`src/rtl/config_regfile.sv`:
```
// Parametrised control/status register file with the MemoryBus slave signals flattened into ms*/sm* ports.
// Optional build macro CONFIG_REGFILE_WRITE_ACK_EN: writes also return a zero-data response through the read FIFO.
module config_regfile #(
    parameter int unsigned DATA_WIDTH    = 24,
    parameter int unsigned ADDRESS_WIDTH = 32,
    parameter int unsigned ADDRESS       = 0,
    parameter int unsigned BASE_WIDTH    = 5,
    parameter int unsigned NUM_REGS      = 16,
    parameter int unsigned NUM_IRQ       = 4,
    parameter int unsigned RESP_DEPTH    = 4,
    parameter int unsigned VERSION       = 0,
    parameter int unsigned ID_WIDTH      = 4
) (
    input  logic                                clock,
    input  logic                                reset,
    output logic [NUM_REGS-1:0][DATA_WIDTH-1:0] regs_o,
    output logic                                start_o,
    output logic                                flush_o,
    output logic                                resetCore_o,
    input  logic                                ready_i,
    input  logic                                busy_i,
    input  logic [NUM_IRQ-1:0]                  irqSources_i,
    output logic                                interrupt_o,
    input  logic [ADDRESS_WIDTH-1:0]            msAddress_i,
    input  logic [DATA_WIDTH-1:0]               msData_i,
    input  logic                                msWrite_i,
    input  logic                                msValid_i,
    output logic                                msTaken_o,
    input  logic [ID_WIDTH-1:0]                 msID_i,
    output logic [DATA_WIDTH-1:0]               smData_o,
    output logic                                smValid_o,
    input  logic                                smTaken_i,
    output logic [ID_WIDTH-1:0]                 smID_o
);
    localparam int unsigned PTR_W  = $clog2(RESP_DEPTH);
    localparam int unsigned SEL_W  = ADDRESS_WIDTH - BASE_WIDTH;
    localparam int unsigned RIDX_W = (NUM_REGS > 1) ? $clog2(NUM_REGS) : 1;

    localparam logic [SEL_W-1:0]      BLOCK_SEL      = SEL_W'(ADDRESS);
    localparam logic [BASE_WIDTH-1:0] OFF_CONTROL    = BASE_WIDTH'(0);
    localparam logic [BASE_WIDTH-1:0] OFF_IRQ_STATUS = BASE_WIDTH'(1);
    localparam logic [BASE_WIDTH-1:0] OFF_IRQ_ENABLE = BASE_WIDTH'(2);
    localparam logic [BASE_WIDTH-1:0] OFF_VERSION    = BASE_WIDTH'(3);
    localparam logic [BASE_WIDTH-1:0] OFF_REG_LO     = BASE_WIDTH'(4);
    localparam logic [BASE_WIDTH-1:0] OFF_REG_HI     = BASE_WIDTH'(NUM_REGS + 3);

    logic [NUM_REGS-1:0][DATA_WIDTH-1:0] regs_q, regs_d;
    logic [NUM_IRQ-1:0]                  irq_status_q, irq_status_d;
    logic [NUM_IRQ-1:0]                  irq_enable_q, irq_enable_d;
    logic [NUM_IRQ-1:0]                  irq_prev_q;
    logic [NUM_IRQ-1:0]                  irq_clear;
    logic [PTR_W:0]                      wr_ptr_q, wr_ptr_d;
    logic [PTR_W:0]                      rd_ptr_q, rd_ptr_d;
    logic [DATA_WIDTH-1:0]               fifo_data_q [RESP_DEPTH];
    logic [ID_WIDTH-1:0]                 fifo_id_q   [RESP_DEPTH];

    logic                  hit, is_reg, wr_accept, ctrl_wr;
    logic                  fifo_full, fifo_empty, push, pop;
    logic [BASE_WIDTH-1:0] off;
    logic [RIDX_W-1:0]     reg_idx;
    logic [DATA_WIDTH-1:0] rd_data, push_data;

    assign off     = msAddress_i[BASE_WIDTH-1:0];
    assign hit     = msValid_i && (msAddress_i[ADDRESS_WIDTH-1:BASE_WIDTH] == BLOCK_SEL);
    assign is_reg  = (off >= OFF_REG_LO) && (off <= OFF_REG_HI);
    assign reg_idx = RIDX_W'(off - OFF_REG_LO);

    // Full when the wrap bits differ and the index bits match; empty when the pointers are identical.
    assign fifo_full  = (wr_ptr_q[PTR_W] != rd_ptr_q[PTR_W]) &&
                        (wr_ptr_q[PTR_W-1:0] == rd_ptr_q[PTR_W-1:0]);
    assign fifo_empty = (wr_ptr_q == rd_ptr_q);

`ifdef CONFIG_REGFILE_WRITE_ACK_EN
    assign msTaken_o = hit && !fifo_full;
    assign push      = msTaken_o;
    assign push_data = msWrite_i ? '0 : rd_data;
`else
    assign msTaken_o = hit && (msWrite_i || !fifo_full);
    assign push      = msTaken_o && !msWrite_i;
    assign push_data = rd_data;
`endif

    assign wr_accept = msTaken_o && msWrite_i;
    assign pop       = !fifo_empty && smTaken_i;

    assign ctrl_wr     = wr_accept && (off == OFF_CONTROL) && !reset;
    assign start_o     = ctrl_wr && msData_i[0];
    assign flush_o     = ctrl_wr && msData_i[2];
    assign resetCore_o = reset || (ctrl_wr && msData_i[1]);

    assign interrupt_o = |(irq_status_q & irq_enable_q);
    assign regs_o      = regs_q;
    assign smValid_o   = !fifo_empty;
    assign smData_o    = fifo_data_q[rd_ptr_q[PTR_W-1:0]];
    assign smID_o      = fifo_id_q[rd_ptr_q[PTR_W-1:0]];

    // NOTE: every signal written here gets a default first, so no path can leave it holding a value (no latch).
    always_comb begin
        rd_data = '0;
        if (off == OFF_CONTROL) begin
            rd_data[1:0] = {busy_i, ready_i};
        end else if (off == OFF_IRQ_STATUS) begin
            rd_data[NUM_IRQ-1:0] = irq_status_q;
        end else if (off == OFF_IRQ_ENABLE) begin
            rd_data[NUM_IRQ-1:0] = irq_enable_q;
        end else if (off == OFF_VERSION) begin
            rd_data = DATA_WIDTH'(VERSION);
        end else if (is_reg) begin
            rd_data = regs_q[reg_idx];
        end
    end

    always_comb begin
        irq_clear    = '0;
        irq_enable_d = irq_enable_q;
        regs_d       = regs_q;
        if (wr_accept && (off == OFF_IRQ_STATUS)) irq_clear = msData_i[NUM_IRQ-1:0];
        if (wr_accept && (off == OFF_IRQ_ENABLE)) irq_enable_d = msData_i[NUM_IRQ-1:0];
        if (wr_accept && is_reg) regs_d[reg_idx] = msData_i;
        // A fresh rising edge is ORed in after the clear, so set beats write-1-to-clear.
        irq_status_d = (irq_status_q & ~irq_clear) | (irqSources_i & ~irq_prev_q);
        wr_ptr_d     = wr_ptr_q + (PTR_W + 1)'(push);
        rd_ptr_d     = rd_ptr_q + (PTR_W + 1)'(pop);
    end

    // NOTE: sequential state uses non-blocking assignments so every register samples pre-edge values.
    always_ff @(posedge clock) begin
        if (reset) begin
            regs_q       <= '0;
            irq_status_q <= '0;
            irq_enable_q <= '0;
            irq_prev_q   <= '0;
            wr_ptr_q     <= '0;
            rd_ptr_q     <= '0;
        end else begin
            regs_q       <= regs_d;
            irq_status_q <= irq_status_d;
            irq_enable_q <= irq_enable_d;
            irq_prev_q   <= irqSources_i;
            wr_ptr_q     <= wr_ptr_d;
            rd_ptr_q     <= rd_ptr_d;
        end
    end

    // NOTE: FIFO storage is deliberately not reset; resetting the pointers is enough to make its contents invisible.
    always_ff @(posedge clock) begin
        if (push) begin
            fifo_data_q[wr_ptr_q[PTR_W-1:0]] <= push_data;
            fifo_id_q[wr_ptr_q[PTR_W-1:0]]   <= msID_i;
        end
    end
endmodule

```
`config.mk`:
```
export PLATFORM = sky130hd
export DESIGN_NAME = config_regfile
export DESIGN_NICKNAME = d
export VERILOG_FILES = /design/src/rtl/config_regfile.sv
export SDC_FILE = /design/constraint.sdc
export NUM_CORES = 1
export LEC_CHECK = 0
export BUFFER_PORTS_ARGS = -buffer_cell sky130_fd_sc_hd__buf_2
export CORE_ASPECT_RATIO = 1.2
export CORE_MARGIN = 5
export CORE_UTILIZATION = 54
export DETAILED_ROUTE_END_ITERATION = 10
export PLACE_DENSITY_LB_ADDON = 0.2
export SYNTH_ARGS = -nofsm -noshare
export SYNTH_HDL_FRONTEND = slang
export SYNTH_SLANG_ARGS = --single-unit
```
`constraint.sdc`:
```
create_clock -name clock -period 5 [get_ports clock]
set_clock_uncertainty 0.05 [all_clocks]
set_input_delay 0.5 -clock clock [delete_from_list [all_inputs] [get_ports clock]]
set_output_delay 0.5 -clock clock [all_outputs]
set_load 0.1 [all_outputs]
```
==> metrics.md, run 1 <==
| Metric | Value |
|---|---|
| Worst-path fanout max | `24` |
| Clk Latency, worst-skew pair | `0.57 ns` |
| Total CTS buffers | `49` |
| Vias per cell | `6.108` |
| P&R area growth vs syn | `20.32%` |
| CTS tree | `yes` |
| Slowest CP cell | `o2111ai_4` |
| Post-DRT Antenna Nets | `0` |
| Final period utilization | `68.89%` |
| Pwr Total | `8.500 mW` |
| Cell Pwr Density | `322.4 nW/µm²` |
| Slew @ Worst Pin | `1.255 ns` |
| Syn_nets | `2,197` |
| Die Y | `230.7 µm` |
| Post-synthesis instance total | `2,118` |
| Final Setup Violations | `0` |
| Sink Count | `514` |
| Setup TNS Final | `0 ns` |
| Vias in the first global route | `18,660` |
| R2R cell count | `7` |
| Hold-fix buffers at CTS | `0` |
| # port buffers | `488` |
| DRC viols | `0` |
| Worst path required time | `5.43 ns` |
| Netlist cell types | `46` |
| Critical path class | `in2reg` |
| Delay of the slowest critical-path stage | `0.87 ns` |
| Clk pin slew, worst setup/hold paths | `0.06 ns` |
| Status | `complete, no violations` |
| GRT Overall Usage | `34.11%` |
| Final core occ | `66.02%` |
| Global-route wire length before repair | `117,600 µm` |
| First DRT Iteration DRCs | `1,952` |
| Postcts setup bufs | `0` |
| Remaining global-route overflow | `0` |
| 1st-pass router iterations | `5` |
| CP Capture Type | `flip-flop` |
| Post-synthesis sequential area ratio | `52.07%` |
| Yosys warnings | `0` |
| Full die area | `44,730 µm²` |
| Slew HR | `16.35%` |
| Yosys reg bits | `514` |
| EDFF count, synth | `112` |
| CTS H-Tree Depth | `2` |
| Crit path cell chain | `buf_2 -> inv_1 -> ha_1 -> and4_1 -> or3b_1 -> buf_4 -> o2111ai_4 -> nand2_1 -> a21oi_1` |
| Resize count post-CTS | `0` |
| Post-Syn Area | `21,910 µm²` |
| Core area | `39,940 µm²` |
| # IOs | `489` |
| Die W | `193.9 µm` |
| Largest net degree at the start of global routing | `227` |
| Share of cells above drive strength 1 | `30.83%` |
| Max Cap Viol | `0` |
| CTS Buffer Depth | `3` |
| Syn avg cell area | `10.35 µm²` |
| Starting Density | `54.87%` |
| Top_reg_cell synth | `dfxtp_1` |
| Hpwl dp | `55,540 µm` |
| Hold Crit Class | `in2reg` |
| Final wirelength | `79,530 µm` |
| Setup WS pre-CTS | `1.041 ns` |
| Vias | `18,760` |
| Worst vdd ir | `0.3066 mV` |
| Final worst setup slack | `1.555 ns` |
| RSZ-0062 raised after global routing | `no` |
| Root Driver | `clkbuf_16` |
| FFs w/ async S/R, synth | `0%` |
| Antenna violations before repair | `6` |
| Worst Hold Path Cells | `1` |
| CP Data Arrival Time | `3.87 ns` |
| Row count | `80` |
| Avg WL per Cell | `25.90 µm` |
| LEAKAGE | `10.69 nW` |
| Setup crit start kind | `input pin` |
| Max-slew violation count | `0` |
| Fin crit period | `3.445 ns` |
| Routability cong. | `0.9522` |
| Max Freq | `290.3 MHz` |
| Nets | `2,575` |
| Final Hold Vio Count | `0` |
-- through the flow --
stage | cells | area (µm²) | hold WS [ns]
floorplan | 2118 | 21910 | 0.4167
global placement | 2978 | 24650 | 0.3986
detailed placement | 2978 | 24650 | 0.4066
CTS | 3066 | 26350 | 0.08464
global route | 3069 | 26360 | 0.09250
finish | 3071 | 26370 | 0.1127
-- area by class of cell --
cell class	count	area [µm²]
Fill cell	3123	13570
Sequential cell	514	11410
Multi-Input combinational cell	1397	9751
Timing Repair Buffer	530	2805
Clock buffer	66	1424
Tap cell	533	666.9
Clock inverter	22	280.3
Inverter	4	15.01
Antenna cell	5	12.51
-- final timing paths --
path	to	from	slack, ns
setup / recovery	regs_o[319]	msAddress_i[2]	1.56
hold / removal	fifo_id_q[2][3]	msID_i[3]	0.11
setup reg to reg	fifo_data_q[3][18]	rd_ptr_q[0]	2.05
hold reg to reg	regs_o[350]	regs_o[350]	0.42
-- cells in the mapped netlist (all sizes together), types with 2 or more instances --
cell / number / area [µm²]
and4: 3 / 26.28
nand2: 589 / 2211
a21oi: 296 / 1493
edfxtp: 112 / 3363
a22oi: 4 / 30.03
o32ai: 4 / 35.03
o31ai: 6 / 45.04
or3b: 3 / 26.28
or4: 4 / 30.03
mux4: 144 / 3243
dfxtp: 402 / 8048
mux2i: 102 / 1021
o22ai: 4 / 25.02
o2111ai: 16 / 215.2
ha: 8 / 100.1
nor2b: 30 / 187.7
o2111a: 12 / 141.4
nor4b: 2 / 17.52
nand2b: 9 / 56.30
nor4: 8 / 50.05
xor2: 2 / 17.52
nor3: 18 / 90.09
nor2: 112 / 420.4
and2: 3 / 18.77
o21ai: 2 / 10.01
o22a: 2 / 17.52
clkbuf: 129 / 484.2
xnor2: 3 / 26.28
nor3b: 2 / 15.01
buf: 74 / 367.9
inv: 4 / 15.01
-- cell usage in the layout (no fill, tap or decap), drive strengths merged, types with 9 or more instances in the layout --
| cell type | count |
|---|---|
| nor3 | 18 |
| o2111a | 12 |
| mux4 | 144 |
| nor2b | 30 |
| mux2i | 102 |
| clkinv | 14 |
| nand2b | 9 |
| a21oi | 296 |
| o2111ai | 16 |
| clkbuf | 66 |
| nor2 | 112 |
| dfxtp | 402 |
| edfxtp | 112 |
| nand2 | 589 |
| buf | 530 |
-- metal layers --
layer  track usage (%)  vias up  share of wire, %
met1             40.55     9114                34
met3             8.298      244                11
met5                 0        -             0.014
met4             20.37        2               7.2
met2             56.51     1240                47
li1                  -     8157                 -
-- state kept, by name (all words and copies together), names as in the netlist --
| signal | flops |
|---|---|
| irq_prev_q | 4 |
| fifo_data_q | 96 |
| regs_o | 384 |
| irq_status_q | 4 |
| irq_enable_q | 4 |
| rd_ptr_q | 3 |
| wr_ptr_q | 3 |
| fifo_id_q | 16 |
-- kinds of logic (layout without fill, tap and decap cells) --
kind of cell	after synthesis	in the layout	share of synthesized area, %
buffers and inverters	207	622	3.957
AND/OR/NAND/NOR	787	787	14.48
flip-flops	514	514	52.07
multiplexers	246	246	19.46
AO/OA/AOI/OAI	351	351	9.375
other	0	5	0
XOR/XNOR	5	5	0.1999
adder cells (fa/ha/maj)	8	8	0.4568
-- report_power, final --
group | internal, mW | switching [mW] | leakage (nW) | total [mW]
Clock | 2.31 | 1.61 | 0.842 | 3.93
Sequential | 4.23 | 0.00331 | 4.10 | 4.23
Combinational | 0.0907 | 0.252 | 5.75 | 0.343
Total | 6.63 | 1.87 | 10.7 | 8.50
-- critical path: cells and delay by family --
family / cells / cell delay, ns
buffers and inverters: 3 / 0.97
adders and majority gates: 1 / 0.30
AOI/OAI and AO/OA: 2 / 1.05
and+or+nand+nor: 3 / 1.03
(Power assumes the default switching activity.)
==> run 2, diff against run 1 <==
Clock period 5 ns to 3.4 ns, I/O delays scaled along.
==> metrics.md, run 2 (synthesis gave the netlist of run 1 again) <==
| Metric | Value |
|---|---|
| Die Y | `230.7 µm (unchanged)` |
| CP Data Arrival Time | `2.64 ns (was 3.87 ns)` |
| Slew HR | `32.23% (was 16.35%)` |
| RSZ-0062 raised after global routing | `no (unchanged)` |
| Full die area | `44,730 µm² (unchanged)` |
| Max FFs per register | `384 (unchanged)` |
| Global-route wire length before repair | `119,500 µm (was 117,600 µm)` |
| CTS tree | `yes (unchanged)` |
| Vias | `18,900 (was 18,760)` |
| Worst Setup EP | `smData_o[19] (was regs_o[319])` |
| # port buffers | `488 (unchanged)` |
| Pwr Total | `12.35 mW (was 8.500 mW)` |
| Cell internal pwr | `9.604 mW (was 6.630 mW)` |
| Worst r2r src | `rd_ptr_q[0] (unchanged)` |
| Setup crit start kind | `flip-flop (was input pin)` |
| Antenna violations before repair | `3 (was 6)` |
| Max-slew violation count | `0 (unchanged)` |
| Final wirelength | `80,890 µm (was 79,530 µm)` |
| Final worst setup slack | `0.3699 ns (was 1.555 ns)` |
| Combinational share of power | `4.4% (was 4.0%)` |
| Status | `complete, no violations (unchanged)` |
| Total CTS buffers | `49 (unchanged)` |
| Hold Crit Class | `in2reg (unchanged)` |
| Critical path depth | `3 (was 9)` |
| R2r setup slk | `1.01 ns (was 2.05 ns)` |
| FF+latch area | `11,410 µm² (about the same)` |
| Critical path class | `reg2out (was in2reg)` |
| Cell Pwr Density | `460.0 nW/µm² (was 322.4 nW/µm²)` |
| CTS H-Tree Depth | `2 (unchanged)` |
| Max Freq | `330.0 MHz` |
| Crit path cell chain | `buf_4 -> mux4_2 -> buf_2 (was buf_2 -> inv_1 -> ha_1 -> and4_1 -> or3b_1 -> buf_4 -> o2111ai_4 -> nand2_1 -> a21oi_1)` |
| Wire length on met3 | `8715 µm (was 8699 µm)` |
| First DRT Iteration DRCs | `1,978 (was 1,952)` |
| DRC viols | `0 (unchanged)` |
| Final Setup Violations | `0 (unchanged)` |
| LEAKAGE | `10.92 nW (was 10.69 nW)` |
| Setup WS pre-CTS | `0.4806 ns (was 1.041 ns)` |
| P_sw | `2.747 mW (was 1.870 mW)` |
| Worst path required time | `3.01 ns (was 5.43 ns)` |
| WP buf/inv | `2 (was 3)` |
| Vias in the first global route | `18,750 (was 18,660)` |
| FF-to-FF End | `fifo_data_q[3][12] (was fifo_data_q[3][18])` |
| Slew @ Worst Pin | `1.017 ns (was 1.255 ns)` |
| Switching Share | `22.24% (was 22.00%)` |
| Seq pwr share | `50.4% (was 49.8%)` |
| Cell family with most CP delay | `buffers and inverters (was compound AO/OA/AOI/OAI gates)` |
| Avg WL per Cell | `26.06 µm (was 25.90 µm)` |
| Clock Power Share | `45.3% (was 46.2%)` |
| Most frequent cells in the layout | `589 x nand2_1, 481 x buf_2, 400 x dfxtp_1, 295 x a21oi_1, 144 x mux4_2 (was 589 x nand2_1, 485 x buf_2, 401 x dfxtp_1, 295 x a21oi_1, 144 x mux4_2)` |
| Core area | `39,940 µm² (unchanged)` |
| P&R area growth vs syn | `22.54% (was 20.32%)` |
| Largest net degree at the start of global routing | `196 (was 227)` |
| Slowest CP cell | `mux4_2 (was o2111ai_4)` |
| CP startpoint | `rd_ptr_q[0] (was msAddress_i[2])` |
| Footprint of the multi-input gates | `9753 µm² (was 9751 µm²)` |
| Root Driver | `clkbuf_16 (unchanged)` |
| Vias per cell | `6.089 (was 6.108)` |
| Hpwl dp | `56,850 µm (was 55,540 µm)` |
| Clk Latency, worst-skew pair | `0.58 ns (was 0.57 ns)` |
| Starting Density | `54.87% (unchanged)` |
| Clk pin slew, worst setup/hold paths | `0.06 ns (about the same)` |
| Routability cong. | `0.9489 (was 0.9522)` |
| R2R cell count | `6 (was 7)` |
| Final core occ | `67.23% (was 66.02%)` |
| Remaining global-route overflow | `0 (unchanged)` |
| GRT Overall Usage | `34.72% (was 34.11%)` |
| Final period utilization | `89.12%` |
| Commonest non-fill, non-tap cell in the layout | `nand2_1 (unchanged)` |
| Post-DRT Antenna Nets | `0 (unchanged)` |
| Max Cap Viol | `0 (unchanged)` |
| Routed length on met2 | `39,450 µm (was 37,750 µm)` |
| Highest Signal Layer | `met4 (was met5)` |
| CTS Buffer Depth | `3 (unchanged)` |
| Nets | `2,610 (was 2,575)` |
| CP Capture Type | `output pin (was flip-flop)` |
| Share of cells above drive strength 1 | `31.43% (was 30.83%)` |
| Die W | `193.9 µm (unchanged)` |
| Fin crit period | `3.030 ns` |
| FILL cells | `3,079 (was 3,123)` |
| Sink Count | `514 (unchanged)` |
| Delay of the slowest critical-path stage | `0.64 ns (was 0.87 ns)` |
| Fin Hold WS | `0.03030 ns (was 0.1127 ns)` |
| 1st-pass router iterations | `7 (was 5)` |
| Row count | `80 (unchanged)` |
| Worst-path fanout max | `19 (was 24)` |
| Final Hold Vio Count | `0 (unchanged)` |
| Resize count post-CTS | `0 (unchanged)` |
| Setup TNS Final | `0 ns (unchanged)` |
| # IOs | `489 (unchanged)` |
| Worst vdd ir | `0.4755 mV (was 0.3066 mV)` |
| M1 WL | `27,760 µm (was 27,370 µm)` |
[run 2: area by class of cell]
type,instances,share of cell area [%]
clock inverters,16,0.6058
inverters,4,0.05592
multi-input cells,1397,36.32
clock buffers,72,5.494
repair buffers,565,12.51
diodes,3,0.02796
well taps,533,2.484
flip-flops and latches,514,42.50
[run 2: worst min-delay path by stage]
stage	startpoint	to	cells past startpoint	slack (ns)
2_1_floorplan	msID_i[0]	fifo_id_q[0][0]	0	0.39
3_3_place_gp	regs_o[103]	regs_o[103]	2	0.40
3_5_place_dp	regs_o[49]	regs_o[49]	2	0.40
4_1_cts	reset	regs_o[84]	2	0.005
5_1_grt	reset	regs_o[84]	2	0.02
6_report	irqSources_i[0]	irq_prev_q[0]	2	0.03
[run 2: per-layer routing]
metal  track usage (%)  vias to the layer above
li1                  -                     8234
met1             41.16                     9217
met2             58.44                     1215
met3             9.115                      234
met4             18.20                        0
met5                 0                        -
[run 2: power groups by stage]
stage | Clock [mW] | Sequential [mW] | Combinational, mW
6_report | 5.59 | 6.22 | 0.538
3_3_place_gp | 0 | 6.36 | 0.514
3_5_place_dp | 0 | 6.36 | 0.521
5_1_grt | 5.88 | 6.22 | 0.563
2_1_floorplan | 0 | 6.36 | 0.334
4_1_cts | 5.61 | 6.22 | 0.529
[run 2: repair_timing]
item                                    4_1_cts  5_1_grt
setup buffers                                 0        0
endpoints found under the hold margin        20        0
endpoints found under the setup margin        0        0
hold buffers                                  7        0
[run 2: stage by stage]
| stage | area (µm²) | std cells |
|---|---|---|
| floorplan | 21930 | 2118 |
| detailed placement | 25140 | 3006 |
| finish | 26850 | 3104 |
| global placement | 25140 | 3006 |
| global route | 26850 | 3104 |
| CTS | 26840 | 3101 |
